`config.mk`:
```
export PLATFORM = sky130hd
export DESIGN_NAME = reg_file_param
export DESIGN_NICKNAME = d
export VERILOG_FILES = /design/src/rtl/reg_file_param.sv
export SDC_FILE = /design/constraint.sdc
export NUM_CORES = 1
export LEC_CHECK = 0
export BUFFER_PORTS_ARGS = -buffer_cell sky130_fd_sc_hd__buf_2
export CAP_MARGIN = 30
export CELL_PAD_IN_SITES_DETAIL_PLACEMENT = 1
export CELL_PAD_IN_SITES_GLOBAL_PLACEMENT = 1
export CORE_UTILIZATION = 40
export DETAILED_ROUTE_END_ITERATION = 7
export PLACE_DENSITY = 0.7
export SETUP_SLACK_MARGIN = 0.3
export SLEW_MARGIN = 0
export SYNTH_ARGS = -nofsm -noshare
export SYNTH_HDL_FRONTEND = slang
export SYNTH_SLANG_ARGS = --single-unit
export TNS_END_PERCENT = 30
```
`constraint.sdc`:
```
create_clock -name clk -period 28.3 [get_ports clk]
set_input_delay 1.415 -clock clk [delete_from_list [all_inputs] [get_ports clk]]
set_output_delay 1.415 -clock clk [all_outputs]
set_load 0.005 [all_outputs]
```
`src/rtl/reg_file_param.sv`:
```
// rtl/reg_file_param.sv - parametrised register file, two async read ports, one sync write port
// Optional write-to-read bypass and hardwired-zero register 0.
module reg_file_param #(
   parameter int WIDTH    = 16,
   parameter int DEPTH    = 16,
   parameter int ADDR_W   = 4,
   parameter int BYPASS   = 1,
   parameter int ZERO_REG = 1
) (
   input  logic              clk,
   input  logic              rst,
   input  logic [ADDR_W-1:0] src_reg1,
   input  logic [ADDR_W-1:0] src_reg2,
   input  logic [ADDR_W-1:0] dst_reg,
   input  logic              write_reg,
   input  logic [WIDTH-1:0]  dst_data,
   output logic [WIDTH-1:0]  src_data1,
   output logic [WIDTH-1:0]  src_data2
);

   logic             wr_eff;
   logic             byp1;
   logic             byp2;
   logic [WIDTH-1:0] sel1 [DEPTH];
   logic [WIDTH-1:0] sel2 [DEPTH];
   logic [WIDTH-1:0] rd1;
   logic [WIDTH-1:0] rd2;

   assign wr_eff = write_reg && !rst && (32'(dst_reg) < DEPTH)
                   && !((ZERO_REG != 0) && (dst_reg == '0));

   genvar i;
   generate
      for (i = 0; i < DEPTH; i++) begin : g_reg
         if ((ZERO_REG != 0) && (i == 0)) begin : g_zero
            assign sel1[i] = '0;
            assign sel2[i] = '0;
         end else begin : g_store
            logic             we;
            logic [WIDTH-1:0] r;

            assign we = wr_eff && (dst_reg == ADDR_W'(i));

            always_ff @(posedge clk or posedge rst) begin
               if (rst) begin
                  r <= '0;
               end else if (we) begin
                  r <= dst_data;
               end
            end

            assign sel1[i] = (src_reg1 == ADDR_W'(i)) ? r : '0;
            assign sel2[i] = (src_reg2 == ADDR_W'(i)) ? r : '0;
         end
      end
   endgenerate

   // Out-of-range addresses match no register, so the OR-reduction yields 0.
   always_comb begin
      rd1 = '0;
      rd2 = '0;
      for (int k = 0; k < DEPTH; k++) begin
         rd1 = rd1 | sel1[k];
         rd2 = rd2 | sel2[k];
      end
   end

   assign byp1 = (BYPASS != 0) && wr_eff && (dst_reg == src_reg1);
   assign byp2 = (BYPASS != 0) && wr_eff && (dst_reg == src_reg2);

   assign src_data1 = rst ? '0 : (byp1 ? dst_data : rd1);
   assign src_data2 = rst ? '0 : (byp2 ? dst_data : rd2);

endmodule

```
==> flow_metrics.py, run 1 <==
metrics = {
    "finish": {
        "drive_gt1_share_pct": 36.5,
        "top_regs": "g.g_store.r: 240 flops",
        "nNetsFinal": 1270,
        "fin_area_sq_mm": 0.0156,
        "mostFrequentLayoutCells": "mux2_2, dfrtp_1, buf_2",
        "largest_reg_flops": 240,
        "largest-register": "g.g_store.r",
        "final_common_cell": "mux2_2",
        "fillCellCount": 3614,
        "synthToLayoutAreaGrowth_pct": 11.7,
    },
    "floorplan": {
        "die_width_microns": 189,
        "pin_count": 63,
        "start_util_pct": 41.1,
        "num_rows": 67,
        "fp.dieH_microns": 189,
        "core_area_sq_mm": 0.0339,
        "dieArea_sq_mm": 0.0356,
    },
    "synthesis": {
        "syn_nets": 1259,
        "synth_async_sr_flop_share_pct": 100,
        "seq_area_frac_synth_pct": 43.1,
        "yosysTopAreaCellShare_pct": 43.1,
        "ys_warn_count": 0,
        "synth_top_area_cell": "dfrtp_1",
        "synthDistinctLibCells": 67,
        "synthesis.area_sq_mm": 0.0139,
        "synth_edf_count": 0,
        "syn_avg_cell_area_sq_um": 11.3,
        "synth_ff_type": "dfrtp_1",
        "synthTopCellsByArea": "dfrtp_1, mux2_2, mux2i_1, a22oi_1, buf_2",
        "synth_seq_cells": 240,
        "post_synth_inst_count": 1228,
    },
    "placement": {
        "gp_congestion": 0.978,
        "place_hpwl_microns": 36600,
        "dpl_cell_area_sq_mm": 0.0146,
        "port_buffers": 62,
    },
    "critical_path": {
        "start_kind": "input pin",
        "worstPathCellList": "buf_2, buf_4, nor2b_1, buf_4, a22o_1, a221oi_1, or3_1, a311oi_1, buf_2",
        "critPathSlowestCell": "buf_2",
        "cp.arrival_ns": 4.52,
        "r2r_cells": 1,
        "rrSetupSlack_ns": 27.45,
        "path_class": "input pin to output port",
        "crit_path_end_kind": "output port",
        "cpPeakStageDelay_ns": 0.62,
        "cp_max_fo": 41,
        "r2r_end": "g_reg[13].g_store.r[3]",
        "r2r_start": "g_reg[13].g_store.r[3]",
        "cp.required_ns": 26.89,
    },
    "sta": {
        "rsz0062_at_grt": "false",
        "tightest_slew_ns": 1.14,
        "fin_crit_ns": 5.94,
        "finalSetupViolCount": 0,
        "fin_crit_sh_pct": 21.0,
        "fin_setup_tns_ns": 0,
        "slew_headroom_pct": 23.3,
        "max_freq_mhz": 168,
        "final-max-slew-violation-count": 0,
        "skew_ns": 0,
        "final-hold-violation-count": 0,
    },
    "clock_network": {
        "cts-resized-gates": 0,
        "cts_tree": "built",
        "ctsHoldBuffers": 0,
        "h-tree-depth": 1,
        "cts_setup_buffers": 0,
        "root_buffer": "clkbuf_16",
        "cts_sinks": 240,
        "clk_latency_ns": 0.57,
        "clk_pin_slew_ns": 0.07,
        "cts_buffers": 27,
        "cts_buffer_depth": 3,
    },
    "global_routing": {
        "grt_pass1_vias": 12207,
        "grt_max_degree": 137,
        "grt_pass1_wl_microns": 86300,
        "overflow": 0,
        "antenna_found_initial": 0,
        "track_usage_pct": 33.0,
    },
    "power": {
        "p_total_mw": 1.05,
        "p_leak_nw": 6.62,
        "ir_drop_v": 0.0000473,
        "p_per_area_mw_per_mm2": 67.8,
    },
    "route": {
        "met2RoutedLength_microns": 25400,
        "dr.pass1.iters": 6,
        "vias": 11997,
        "routed_wl_microns": 58700,
        "wl_per_cell_microns": 34.4,
        "met3_length_microns": 5830,
        "viasPerCell": 7.03,
        "drtIter0Drc": 1521,
        "top_layer": "met4",
        "wl_met1_microns": 23700,
        "ant_nets": 0,
        "drc_errors": 0,
    },
    "flow_run": {
        "maxCapViolations": 0,
    },
    "run_status": {
        "outcome": "complete, no violations",
    },
    "hold_path": {
        "hold_depth": 1,
        "hp-start": "g_reg[5].g_store.r[15]",
        "hold_class": "register to register",
        "hold_path_end": "g_reg[5].g_store.r[15]",
    },
}
-- worst max-delay path, delay by kind of cell --
kind | cells | cell delay, ns
AO/OA/AOI/OAI | 3 | 0.51
buffers and inverters | 4 | 1.62
AND/OR/NAND/NOR | 2 | 0.95
-- layer usage --
metal | GRT usage [%] | vias to the layer above
met3 | 7.10 | 236
li1 | - | 4779
met4 | 18.1 | 0
met2 | 49.1 | 815
met5 | 0 | -
met1 | 44.5 | 6167
-- final cells by class --
class                           instances  area (sq um)  area share [%]
Antenna cell                            1          2.50          0.0161
Inverter                                9          41.3           0.265
Sequential cell                       240          6010            38.6
Clock buffer                           32           744            4.79
Multi-Input combinational cell        855          7340            47.2
Tap cell                              448           561            3.60
Timing Repair Buffer                  106           684            4.40
Clock inverter                         16           176            1.13
-- where the power goes --
part	internal, mW	total (mW)	leakage (nW)	switching, mW
Combinational	0.102	0.205	3.10	0.103
Clock	0.215	0.369	0.448	0.154
Sequential	0.411	0.479	3.07	0.0689
Total	0.727	1.05	6.62	0.326
-- through the flow --
step                hold WS, ns  cells  setup WS [ns]  util [%]
detailed placement        0.516   1656          22.26      43.1
global route              0.553   1706          22.36      45.9
CTS                       0.530   1704          22.27      45.9
finish                    0.534   1707          22.36      45.9
floorplan                 0.488   1228          16.96         -
global placement          0.511   1651          22.31      43.0
-- Yosys cell counts (17+ instances only) --
master    count
o21ai_0      19
a32oi_1      27
nor2b_1      24
dfrtp_1     240
a221oi_1     34
mux2i_1      44
a22o_1       30
nor2_1       56
a22oi_1      46
nand3_1      20
clkbuf_1     46
nand2_1      43
a21oi_1      17
buf_2        65
mux2_2      274
-- worst max-delay path by stage --
stage                 from            to  slack (ns)  depth (start not counted)
2_1_floorplan          rst  src_data1[0]       16.96                          4
3_3_place_gp   src_reg2[1]  src_data2[3]       22.31                          8
3_5_place_dp   src_reg2[1]  src_data2[3]       22.26                          8
4_1_cts        src_reg2[1]  src_data2[3]       22.27                          8
5_1_grt        src_reg2[1]  src_data2[3]       22.36                          9
6_report       src_reg2[1]  src_data2[3]       22.36                          9
-- cells by family (layout without fill, tap and decap cells) --
logic type / Yosys count / count (layout) / synth area share [%]
simple gates: 226 / 226 / 8.75
xor+xnor: 8 / 8 / 0.503
mux: 322 / 322 / 26.0
buf+inv: 133 / 163 / 4.49
flops: 240 / 240 / 43.1
compound gates: 299 / 299 / 17.2
other cells: 0 / 1 / 0
(Power assumes the default switching activity.)
==> inputs of run 2 (changes only) <==
clock period = 6.2 ns   (was 28.3 ns; I/O delays follow)
==> run 2 against run 1 <==
Against the previous run: register-to-register slack got worse by 22 ns; flip-flop and latch count unchanged; critical path depth decreased by 1; critical endpoint is now src_data1[12]; largest cell class unchanged; critical path type unchanged; utilization decreased by 0.13 points; non-clock buffer count decreased by 4; global-route usage increased by 0.77 points; sequential share of layout area increased by 0.11 points; power increased to 4.6 times the previous value; count of clock-buffer cells in the layout increased by 3; first-iteration DRC count increased by 3.4%; die area unchanged.
==> flow_metrics.py, run 2 (synthesis results as in run 1) <==
metrics = {
    "critical_path": {
        "critPathSlowestCell": "nor3_2",
        "start_kind": "input pin",
        "crit_path_end_kind": "output port",
        "timing.critical_path.mode_cell": "buf_2",
        "worstPathCellList": "buf_2, buf_4, xnor2_1, nand2_1, nor3_2, a21oi_1, a211oi_1, buf_2",
        "cp.arrival_ns": 3.40,
        "r2r_start": "g_reg[4].g_store.r[15]",
        "cp_max_fo": 31,
        "cp.required_ns": 5.89,
        "path_class": "input pin to output port",
        "rrSetupSlack_ns": 5.35,
        "cpPeakStageDelay_ns": 0.88,
        "r2r_end": "g_reg[4].g_store.r[15]",
        "r2r_cells": 1,
    },
    "hold_path": {
        "hold_depth": 2,
        "hp-start": "dst_data[0]",
        "hold_path_end": "g_reg[2].g_store.r[0]",
        "hold_class": "input pin to register",
    },
    "power": {
        "ir_drop_v": 0.000216,
        "p_leak_nw": 6.60,
        "p_per_area_mw_per_mm2": 314,
        "p_total_mw": 4.86,
    },
    "route": {
        "vias": 12102,
        "wl_per_cell_microns": 35.0,
        "routed_wl_microns": 59600,
        "drc_errors": 0,
        "dr.pass1.iters": 6,
        "viasPerCell": 7.10,
        "ant_nets": 0,
        "drtIter0Drc": 1573,
    },
    "placement": {
        "dpl_cell_area_sq_mm": 0.0146,
        "port_buffers": 62,
        "dp.cells": 1654,
        "place_hpwl_microns": 39000,
        "gp_congestion": 0.995,
    },
    "sta": {
        "finalSetupViolCount": 0,
        "fin_crit_sh_pct": 59.8,
        "fin_crit_ns": 3.71,
        "fin_setup_tns_ns": 0,
        "slew_headroom_pct": 21.9,
        "max_freq_mhz": 270,
        "final-max-slew-violation-count": 0,
        "skew_ns": 0,
        "rsz0062_at_grt": "false",
        "tightest_slew_ns": 1.17,
        "final-hold-violation-count": 0,
    },
    "run_status": {
        "outcome": "complete, no violations",
    },
    "global_routing": {
        "grt_pass1_vias": 12184,
        "track_usage_pct": 33.7,
        "grt_max_degree": 123,
        "antenna_found_initial": 1,
        "overflow": 0,
        "grt_pass1_wl_microns": 87600,
    },
    "finish": {
        "largest_reg_flops": 240,
        "mostFrequentLayoutCells": "mux2_2, dfrtp_1, buf_2",
        "fin_area_sq_mm": 0.0155,
        "insertedDiodeCount": 0,
        "drive_gt1_share_pct": 36.3,
        "top_regs": "g.g_store.r: 240 flops",
        "final_common_cell": "mux2_2",
        "post-route-util_pct": 45.8,
        "instances_no_fill": 1704,
        "nNetsFinal": 1267,
        "largest-register": "g.g_store.r",
        "synthToLayoutAreaGrowth_pct": 11.4,
    },
    "clock_network": {
        "cts_buffer_depth": 3,
        "ctsHoldBuffers": 0,
        "cts-resized-gates": 0,
        "clk_pin_slew_ns": 0.07,
        "cts_setup_buffers": 0,
        "root_buffer": "clkbuf_16",
        "cts_buffers": 28,
        "h-tree-depth": 1,
        "clk_latency_ns": 0.56,
        "cts_sinks": 240,
        "cts_tree": "built",
    },
    "floorplan": {
        "pin_count": 63,
        "num_rows": 67,
        "die_width_microns": 189,
        "core_area_sq_mm": 0.0339,
        "fp.dieH_microns": 189,
        "dieArea_sq_mm": 0.0356,
        "start_util_pct": 41.1,
    },
    "flow_run": {
        "maxCapViolations": 0,
    },
}
## run 2: report_power, final
part | total, mW | switching [mW] | internal, mW | leakage (nW)
clock network | 1.72 | 0.700 | 1.02 | 0.469
logic | 0.937 | 0.474 | 0.462 | 3.07
registers | 2.20 | 0.330 | 1.87 | 3.07
total | 4.86 | 1.50 | 3.36 | 6.60
## run 2: layout make-up
| type | count | area (sq um) |
|---|---|---|
| clock buffer | 35 | 788 |
| multi-input combinational | 855 | 7340 |
| inverter | 9 | 41.3 |
| tap | 448 | 561 |
| sequential | 240 | 6010 |
| clock inverter | 15 | 168 |
| fill | 3670 | 18400 |
| timing repair buffer | 102 | 611 |
## run 2: per-layer routing
metal	vias to the layer above	share of wire [%]	wire length, microns	track usage [%]
met3	257	11	6300	7.26
met5	-	0	0	0
met4	0	6.2	3670	17.8
met2	881	43	25300	49.0
met1	6172	41	24300	46.9
li1	4792	-	-	-
## run 2: worst max path at each step
stage / endpoint / slack (ns) / from
6_report: src_data1[12] / 2.49 / src_reg1[3]
3_5_place_dp: src_data1[12] / 2.67 / src_reg1[3]
4_1_cts: src_data1[12] / 2.67 / src_reg1[3]
2_1_floorplan: g_reg[10].g_store.r[0] / 1.38 / rst
3_3_place_gp: src_data2[7] / 2.70 / src_reg2[1]
5_1_grt: src_data1[13] / 2.52 / src_reg1[0]
## run 2: worst max-delay path: cells and delay by family
family	cells	cell delay (ns)
AND/OR/NAND/NOR	2	0.97
AO/OA/AOI/OAI	2	0.59
buffers and inverters	3	1.33
XOR/XNOR	1	0.18
## run 2: stage by stage
step           worst slack [ns]  hold WS (ns)
3_5_place_dp               2.67         0.521
4_1_cts                    2.67         0.230
5_1_grt                    2.52         0.265
6_report                   2.49         0.247
2_1_floorplan              1.38         0.462
3_3_place_gp               2.70         0.505
